`src/rtl/jump_sequencer_if.sv`:
```
// Bundle between the button/tick/platform sources and the doodler sequencer.
// The driver side (tick logic, platform owner, testbench) uses master; the sequencer uses slave.
interface jump_sequencer_if;
  logic        tick;
  logic        start;
  logic        left;
  logic        right;
  logic [49:0] plat_x;
  logic [49:0] plat_y;
  logic [4:0]  plat_valid;
  logic [9:0]  cx_pos;
  logic [9:0]  cy_pos;
  logic        scroll_pulse;
  logic [3:0]  scroll_dy;
  logic [2:0]  state;
  logic        game_over;
  logic [15:0] score;

  modport master (
    output tick, start, left, right, plat_x, plat_y, plat_valid,
    input  cx_pos, cy_pos, scroll_pulse, scroll_dy, state, game_over, score
  );

  modport slave (
    input  tick, start, left, right, plat_x, plat_y, plat_valid,
    output cx_pos, cy_pos, scroll_pulse, scroll_dy, state, game_over, score
  );
endinterface

```
`src/rtl/jump_sequencer.sv`:
```
// Game-tick sequencer for the doodler: position, rise/fall phases, platform landing,
// scroll requests and game over. Everything advances only on the one-cycle tick strobe.
//
// state | meaning
// IDLE  | waiting for start, character parked at 464/464
// RISE  | moving up (or scrolling the world) for RISE_TICKS ticks
// FALL  | moving down, looking for a platform or the floor
// OVER  | frozen, game_over high, start returns to IDLE
module jump_sequencer #(
  parameter int RISE_TICKS  = 64,
  parameter int RISE_STEP   = 2,
  parameter int FALL_STEP   = 2,
  parameter int X_STEP      = 2,
  parameter int X_MIN       = 160,
  parameter int X_MAX       = 766,
  parameter int CHAR_H      = 50,
  parameter int CHAR_HW     = 15,
  parameter int PLAT_HW     = 50,
  parameter int SCROLL_LINE = 200,
  parameter int FLOOR_Y     = 515
) (
  input logic             clk,
  input logic             rst,
  jump_sequencer_if.slave bus
);

  localparam int NPLAT = 5;
  localparam int CW    = $clog2(RISE_TICKS);
  localparam logic [9:0]  HOME  = 10'd464;
  localparam logic [10:0] RS    = 11'(RISE_STEP);
  localparam logic [10:0] FS    = 11'(FALL_STEP);
  localparam logic [10:0] XS    = 11'(X_STEP);
  localparam logic [10:0] XMIN  = 11'(X_MIN);
  localparam logic [10:0] XMAX  = 11'(X_MAX);
  localparam logic [10:0] CH    = 11'(CHAR_H);
  localparam logic [10:0] REACH = 11'(PLAT_HW + CHAR_HW);
  localparam logic [10:0] SL    = 11'(SCROLL_LINE);
  localparam logic [10:0] FLOOR = 11'(FLOOR_Y);

  typedef enum logic [2:0] {
    S_IDLE = 3'd0,
    S_RISE = 3'd1,
    S_FALL = 3'd2,
    S_OVER = 3'd3
  } state_e;

  state_e          state_q, state_d;
  logic [9:0]      cx_q, cx_d, cy_q, cy_d;
  logic [CW-1:0]   rise_ctr_q, rise_ctr_d;
  logic            scroll_pulse_q, scroll_pulse_d;
  logic [3:0]      scroll_dy_q, scroll_dy_d;
  logic [15:0]     score_q, score_d;
  logic            game_over_q;

  logic [9:0]        hx;
  logic [10:0]       cx_up;
  logic [10:0]       of, nf, px, py, dx, land_y;
  logic              land;
  logic signed [10:0] rise_try;

  // Saturating horizontal step; right wins when both buttons are held.
  always_comb begin
    hx    = cx_q;
    cx_up = {1'b0, cx_q} + XS;
    if (bus.right)
      hx = (cx_up > XMAX) ? 10'(XMAX) : 10'(cx_up);
    else if (bus.left)
      hx = ({1'b0, cx_q} >= XMIN + XS) ? cx_q - 10'(XS) : 10'(XMIN);
  end

  // Lowest-index platform wins when several catch the feet on the same tick.
  always_comb begin
    of     = {1'b0, cy_q} + CH;
    nf     = of + FS;
    land   = 1'b0;
    land_y = '0;
    px     = '0;
    py     = '0;
    dx     = '0;
    for (int i = 0; i < NPLAT; i++) begin
      px = {1'b0, bus.plat_x[i*10 +: 10]};
      py = {1'b0, bus.plat_y[i*10 +: 10]};
      dx = ({1'b0, cx_q} >= px) ? ({1'b0, cx_q} - px) : (px - {1'b0, cx_q});
      if (!land && bus.plat_valid[i] && of <= py && nf >= py && dx <= REACH) begin
        land   = 1'b1;
        land_y = py;
      end
    end
  end

  always_comb begin
    state_d        = state_q;
    cx_d           = cx_q;
    cy_d           = cy_q;
    rise_ctr_d     = rise_ctr_q;
    scroll_pulse_d = 1'b0;
    scroll_dy_d    = '0;
    score_d        = score_q;
    rise_try       = $signed({1'b0, cy_q}) - $signed(RS);
    case (state_q)
      S_IDLE: if (bus.tick && bus.start) begin
        state_d    = S_RISE;
        rise_ctr_d = '0;
        score_d    = '0;
      end
      S_RISE: if (bus.tick) begin
        cx_d = hx;
        if (rise_try < $signed(SL)) begin
          scroll_pulse_d = 1'b1;
          scroll_dy_d    = 4'(RISE_STEP);
          if (score_q != 16'hFFFF) score_d = score_q + 16'd1;
        end else begin
          cy_d = 10'(rise_try);
        end
        rise_ctr_d = rise_ctr_q + 1'b1;
        if (rise_ctr_q == CW'(RISE_TICKS - 1)) state_d = S_FALL;
      end
      S_FALL: if (bus.tick) begin
        cx_d = hx;
        if (land) begin
          cy_d       = 10'(land_y - CH);
          state_d    = S_RISE;
          rise_ctr_d = '0;
        end else if (nf >= FLOOR) begin
          state_d = S_OVER;
        end else begin
          cy_d = cy_q + 10'(FS);
        end
      end
      S_OVER: if (bus.tick && bus.start) begin
        state_d = S_IDLE;
        cx_d    = HOME;
        cy_d    = HOME;
      end
      default: state_d = S_IDLE;
    endcase
  end

  always_ff @(posedge clk or posedge rst) begin
    if (rst) begin
      state_q        <= S_IDLE;
      cx_q           <= HOME;
      cy_q           <= HOME;
      rise_ctr_q     <= '0;
      scroll_pulse_q <= 1'b0;
      scroll_dy_q    <= '0;
      score_q        <= '0;
      game_over_q    <= 1'b0;
    end else begin
      state_q        <= state_d;
      cx_q           <= cx_d;
      cy_q           <= cy_d;
      rise_ctr_q     <= rise_ctr_d;
      scroll_pulse_q <= scroll_pulse_d;
      scroll_dy_q    <= scroll_dy_d;
      score_q        <= score_d;
      game_over_q    <= (state_d == S_OVER);
    end
  end

  assign bus.cx_pos       = cx_q;
  assign bus.cy_pos       = cy_q;
  assign bus.scroll_pulse = scroll_pulse_q;
  assign bus.scroll_dy    = scroll_dy_q;
  assign bus.state        = state_q;
  assign bus.game_over    = game_over_q;
  assign bus.score        = score_q;

endmodule

```
`src/flat_wrapper.sv`:
```
// flat-port wrapper written by rule: the top's interface ports become plain ports
module jump_sequencer_flat 
#(
  parameter int RISE_TICKS  = 64,
  parameter int RISE_STEP   = 2,
  parameter int FALL_STEP   = 2,
  parameter int X_STEP      = 2,
  parameter int X_MIN       = 160,
  parameter int X_MAX       = 766,
  parameter int CHAR_H      = 50,
  parameter int CHAR_HW     = 15,
  parameter int PLAT_HW     = 50,
  parameter int SCROLL_LINE = 200,
  parameter int FLOOR_Y     = 515
)
  (clk, rst, bus_tick, bus_start, bus_left, bus_right, bus_plat_x, bus_plat_y, bus_plat_valid, bus_cx_pos, bus_cy_pos, bus_scroll_pulse, bus_scroll_dy, bus_state, bus_game_over, bus_score);
  jump_sequencer_if bus_i ();
  input logic clk;
  input logic rst;
  input wire logic [$bits(bus_i.tick)-1:0] bus_tick;
  input wire logic [$bits(bus_i.start)-1:0] bus_start;
  input wire logic [$bits(bus_i.left)-1:0] bus_left;
  input wire logic [$bits(bus_i.right)-1:0] bus_right;
  input wire logic [$bits(bus_i.plat_x)-1:0] bus_plat_x;
  input wire logic [$bits(bus_i.plat_y)-1:0] bus_plat_y;
  input wire logic [$bits(bus_i.plat_valid)-1:0] bus_plat_valid;
  output wire logic [$bits(bus_i.cx_pos)-1:0] bus_cx_pos;
  output wire logic [$bits(bus_i.cy_pos)-1:0] bus_cy_pos;
  output wire logic [$bits(bus_i.scroll_pulse)-1:0] bus_scroll_pulse;
  output wire logic [$bits(bus_i.scroll_dy)-1:0] bus_scroll_dy;
  output wire logic [$bits(bus_i.state)-1:0] bus_state;
  output wire logic [$bits(bus_i.game_over)-1:0] bus_game_over;
  output wire logic [$bits(bus_i.score)-1:0] bus_score;
  assign bus_i.tick = bus_tick;
  assign bus_i.start = bus_start;
  assign bus_i.left = bus_left;
  assign bus_i.right = bus_right;
  assign bus_i.plat_x = bus_plat_x;
  assign bus_i.plat_y = bus_plat_y;
  assign bus_i.plat_valid = bus_plat_valid;
  assign bus_cx_pos = bus_i.cx_pos;
  assign bus_cy_pos = bus_i.cy_pos;
  assign bus_scroll_pulse = bus_i.scroll_pulse;
  assign bus_scroll_dy = bus_i.scroll_dy;
  assign bus_state = bus_i.state;
  assign bus_game_over = bus_i.game_over;
  assign bus_score = bus_i.score;
  jump_sequencer #(.RISE_TICKS(RISE_TICKS), .RISE_STEP(RISE_STEP), .FALL_STEP(FALL_STEP), .X_STEP(X_STEP), .X_MIN(X_MIN), .X_MAX(X_MAX), .CHAR_H(CHAR_H), .CHAR_HW(CHAR_HW), .PLAT_HW(PLAT_HW), .SCROLL_LINE(SCROLL_LINE), .FLOOR_Y(FLOOR_Y)) u_core (.clk(clk), .rst(rst), .bus(bus_i));
endmodule
```
`config.mk`:
```
export PLATFORM = sky130hd
export DESIGN_NAME = jump_sequencer_flat
export DESIGN_NICKNAME = d
export VERILOG_FILES = /design/src/rtl/jump_sequencer_if.sv /design/src/rtl/jump_sequencer.sv /design/src/flat_wrapper.sv
export SDC_FILE = /design/constraint.sdc
export NUM_CORES = 1
export LEC_CHECK = 0
export CAP_MARGIN = 20
export CORE_AREA = 8 8 166 168
export CTS_CLUSTER_DIAMETER = 200
export DETAILED_ROUTE_END_ITERATION = 6
export DIE_AREA = 0 0 174 176
export DONT_BUFFER_PORTS = 1
export GPL_ROUTABILITY_DRIVEN = 0
export GPL_TIMING_DRIVEN = 0
export PLACE_DENSITY = 0.56
export SLEW_MARGIN = 10
export SYNTH_ARGS = -nofsm -noshare
export SYNTH_HDL_FRONTEND = slang
export SYNTH_SLANG_ARGS = --single-unit
```
`constraint.sdc`:
```
create_clock -name clk -period 8.85 [get_ports clk]
set_clock_uncertainty 0.05 [all_clocks]
set_input_delay 1.77 -clock clk [delete_from_list [all_inputs] [get_ports clk]]
set_output_delay 1.77 -clock clk [all_outputs]
set_load 0.05 [all_outputs]
```
==> key figures <==
Worst setup path
  – Top delay family on crit path: simple AND/OR/NAND/NOR gates
  – Crit path kind: reg -> reg
  – Flop-to-flop setup slack: just under 0.8 ns
  – R2r startpoint: u_core.bus.cy_pos[1]$_DFFE_PP0P_
  – Worst path bufs/invs: 3
  – FF-to-FF path depth: 26
  – Largest stage delay on the critical path: 0.87 ns
  – CP arrival: 8.24 ns
  – CP max FO: 11
  – Capture point of the worst reg-to-reg path: u_core.bus.cy_pos[9]$_DFFE_PP0P_
  – End point of the critical path: u_core.bus.cy_pos[9]$_DFFE_PP0P_
  – CP startpoint: u_core.bus.cy_pos[1]$_DFFE_PP0P_
  – Worst path depth: 26
  – Setup crit end kind: register
  – Slowest cell on crit path: dfrtp_1
  – Startpoint Class: register
  – CP Data Required Time: between 9 and 10 ns

STA
  – Pins Over Slew Limit: 0
  – Setup TNS: 0 ns
  – Crit path time final: 8.075 ns
  – RSZ-0062 raised after global routing: false
  – Setup Viol. Count Final: 0
  – Final Hold Vio Count: 0
  – Least-Margin Pin Slew: approximately 1.1 ns
  – Final period util: roughly 90%
  – Worst rel slew slack: a little over a quarter
  – Max Freq: around 120 MHz

Synth
  – Flops & latches, synth: 46
  – Cell variety after synth: 83
  – Mapped Area: approximately 0.011 sq mm
  – Syn Inst Count: about 1500
  – Synth top area cells: ha_1, dfrtp_1, a21oi_1, inv_1, nor2_1
  – Synthesis Warnings: 0
  – Ys async rst share: 100.0%
  – Synth Flop Type: dfrtp_1
  – Post-synth EDFFs: 0
  – Synth top area share: 22.68%
  – Syn Area/Cell: between 7 and 8 sq um
  – Largest area contributor in the netlist: ha_1
  – Sequential fraction of the synthesis area: between 10% and 20%

Global routing
  – Global router's overall resource usage: between 20 and 25%
  – Gr ovfl total: 0
  – First-pass GRT wire length: 56580 um
  – Largest net degree at the start of global routing: 30
  – Initial antenna violation count: 1
  – Vias in the first global route: slightly above 10000

Clock tree
  – Post-cts repair resize count: 0
  – Worst-Skew Late Latency: about 0.29 ns
  – CTS tree: yes
  – CTS H-tree lvls: 2
  – Root Driver: clkbuf_16
  – TritonCTS Buffers: 5
  – Cts hold-fix bufs: 0
  – Post-CTS setup buffer count: 0
  – Clk pin slew, worst setup/hold paths: 0.07 ns
  – Clock Sinks: between 40 and 50
  – Max clock buf depth: 2

Cells and area
  – Area delta synth->final: 5.595%
  – Share of layout cells above drive strength 1: 4.167%
  – Final instance area: between 0.01 and 0.015 sq mm
  – Final Non-Filler Cells: roughly 1800
  – Ant. Diodes: 0
  – Net count, final: roughly 1800

Power and ir drop
  – Sw frac: between 50% and 60%
  – Internal power: ~0.00094 W
  – PD cells: 181.5 mW/mm^2
  – Comb pwr share: between 70 and 80%
  – Leak: 5.513 nW
  – Seq pwr share: a little under a fifth
  – Net Switching: about 0.0012 W
  – Clock power frac: under 10%
  – Worst vdd ir: approximately 0.12 mV

Drt
  – Vias per std cell: 6.028
  – First drt pass iteration count: 5
  – DR iter-0 viols: approximately 640
  – Post-route ant nets: 0
  – Total Wirelength: approximately 36000 um
  – Vias after detailed routing: 10960
  – DRC: 0
  – Wirelength per Cell: between 20 and 25 um

Hold path
  – Hold Path Origin: u_core.rise_ctr_q[5]$_DFFE_PP0P_
  – Hold Crit Class: reg -> reg

Die
  – Die ar.: slightly above 0.03 sq mm
  – Io pins: 156
  – Row cnt: between 50 and 60
  – Core outline area: 0.02482 sq mm
  – Initial core utilization: roughly 44%
  – Die height: 176 um
  – Horiz. Die Dim: roughly 170 um

Run
  – Max-Cap Viols: 0

Place
  – Port bufs: 0
  – DP Wirelength: between 20000 and 30000 um
  – Placement Cell Area: about 0.011 sq mm
  – Inst Count DP: roughly 1800

Outcome
  – Outcome: completed
-- registers in the layout (all words and copies together), names as in the netlist --
signal,count
u_core.bus.state,3
u_core.bus.cy_pos,10
u_core.bus.cx_pos,9
u_core.bus.scroll_dy,1
u_core.bus.game_over,1
u_core.rise_ctr_q,6
u_core.bus.score,16
-- layout by cell type (no fill, tap or decap), types with 10 or more instances in the layout --
cell      synthesis  routed
ha_1            199     199
conb_1            2      10
xor2_1           36      36
o21ai_0          80      80
a211oi_1         17      17
o22ai_1          12      12
nor2b_1          28      28
nor3_1           35      35
dfrtp_1          38      37
o21a_1           18      18
nand4_1          19      19
nand2b_1         18      18
and2_1           11      11
a21o_1           53      53
a21oi_1         124     124
mux2i_1          19      19
o211ai_1         25      25
nand2_1          91      91
clkbuf_1         41      41
a31oi_1          22      22
fa_1             10      10
nand3_1          46      46
inv_1           139     138
or3_1            12      12
o31ai_1          14      14
and3_1           17      17
xnor2_1          35      35
o221ai_1         10      10
nor2_1          113     113
-- worst min-delay path by stage --
| stage | endpoint | slack (ns) | cells past startpoint |
|---|---|---|---|
| detailed placement | u_core.rise_ctr_q[5]$_DFFE_PP0P_ | 0.43 | 1 |
| global route | u_core.rise_ctr_q[0]$_DFFE_PP0P_ | 0.49 | 1 |
| floorplan | u_core.rise_ctr_q[5]$_DFFE_PP0P_ | 0.41 | 1 |
| global placement | u_core.rise_ctr_q[0]$_DFFE_PP0P_ | 0.43 | 1 |
| finish | u_core.rise_ctr_q[5]$_DFFE_PP0P_ | 0.44 | 1 |
| CTS | u_core.rise_ctr_q[5]$_DFFE_PP0P_ | 0.44 | 1 |
-- logic make-up (layout without fill, tap and decap cells) --
| family | Yosys count | after routing | synth area share [%] |
|---|---|---|---|
| DFF | 46 | 46 | 10.57 |
| AOI/OAI and AO/OA | 491 | 491 | 30.10 |
| other | 2 | 10 | 0.06839 |
| buffers and inverters | 195 | 204 | 7.008 |
| and+or+nand+nor | 436 | 436 | 20.04 |
| xor gates and xnor gates | 71 | 71 | 5.663 |
| adders and majority gates | 209 | 209 | 24.50 |
| muxes | 21 | 21 | 2.040 |
-- per-stage QoR --
step	total power, W	hold slack, ns	utilization (%)	worst slack [ns]
final	0.002104	0.4368	46.72	0.7752
after global routing	0.002305	0.4862	46.72	0.1936
after CTS	0.002095	0.4444	46.72	0.7981
after detailed placement	0.001885	0.4303	46.11	0.8847
after global placement	0.001879	0.4285	46.03	0.9730
after floorplan	0.001522	0.4073	-	2.631
-- Yosys cell counts (all sizes together), types with 18 or more instances --
library cell	n
a211oi	18
a21o	53
a21oi	124
a31oi	22
and3	18
clkbuf	41
dfrtp	38
ha	199
inv	139
mux2i	19
nand2	91
nand2b	18
nand3	46
nand4	19
nor2	114
nor2b	28
nor3	35
o211ai	25
o21a	18
o21ai	88
xnor2	35
xor2	36
-- power groups by stage --
stage | registers [W] | logic, W | clock network (W)
final | 0.000386 | 0.00152 | 0.000198
after global routing | 0.000393 | 0.00170 | 0.000212
after CTS | 0.000390 | 0.00150 | 0.000205
after detailed placement | 0.000394 | 0.00149 | 0
after global placement | 0.000394 | 0.00149 | 0
after floorplan | 0.000341 | 0.00118 | 0
-- metal layers --
metal | vias to the layer above | GRT usage, % | share of wire, %
met3 | 69 | 4.785 | 7.8
met5 | - | 0 | 0.025
met1 | 5105 | 28.65 | 43
met2 | 332 | 37.71 | 46
li1 | 5451 | - | -
met4 | 2 | 8.087 | 3.4
-- final cells by class --
class | instances | area (sq um)
Clock buffer | 5 | 125.1
Sequential cell | 46 | 1162
Timing Repair Buffer | 1 | 20.02
Multi-Input combinational cell | 1238 | 9080
Fill cell | 2554 | 13220
Buffer | 56 | 247.7
Clock inverter | 3 | 25.02
Tap cell | 330 | 412.9
Inverter | 139 | 521.8
Note: power is estimated with default switching activity, not from simulation.
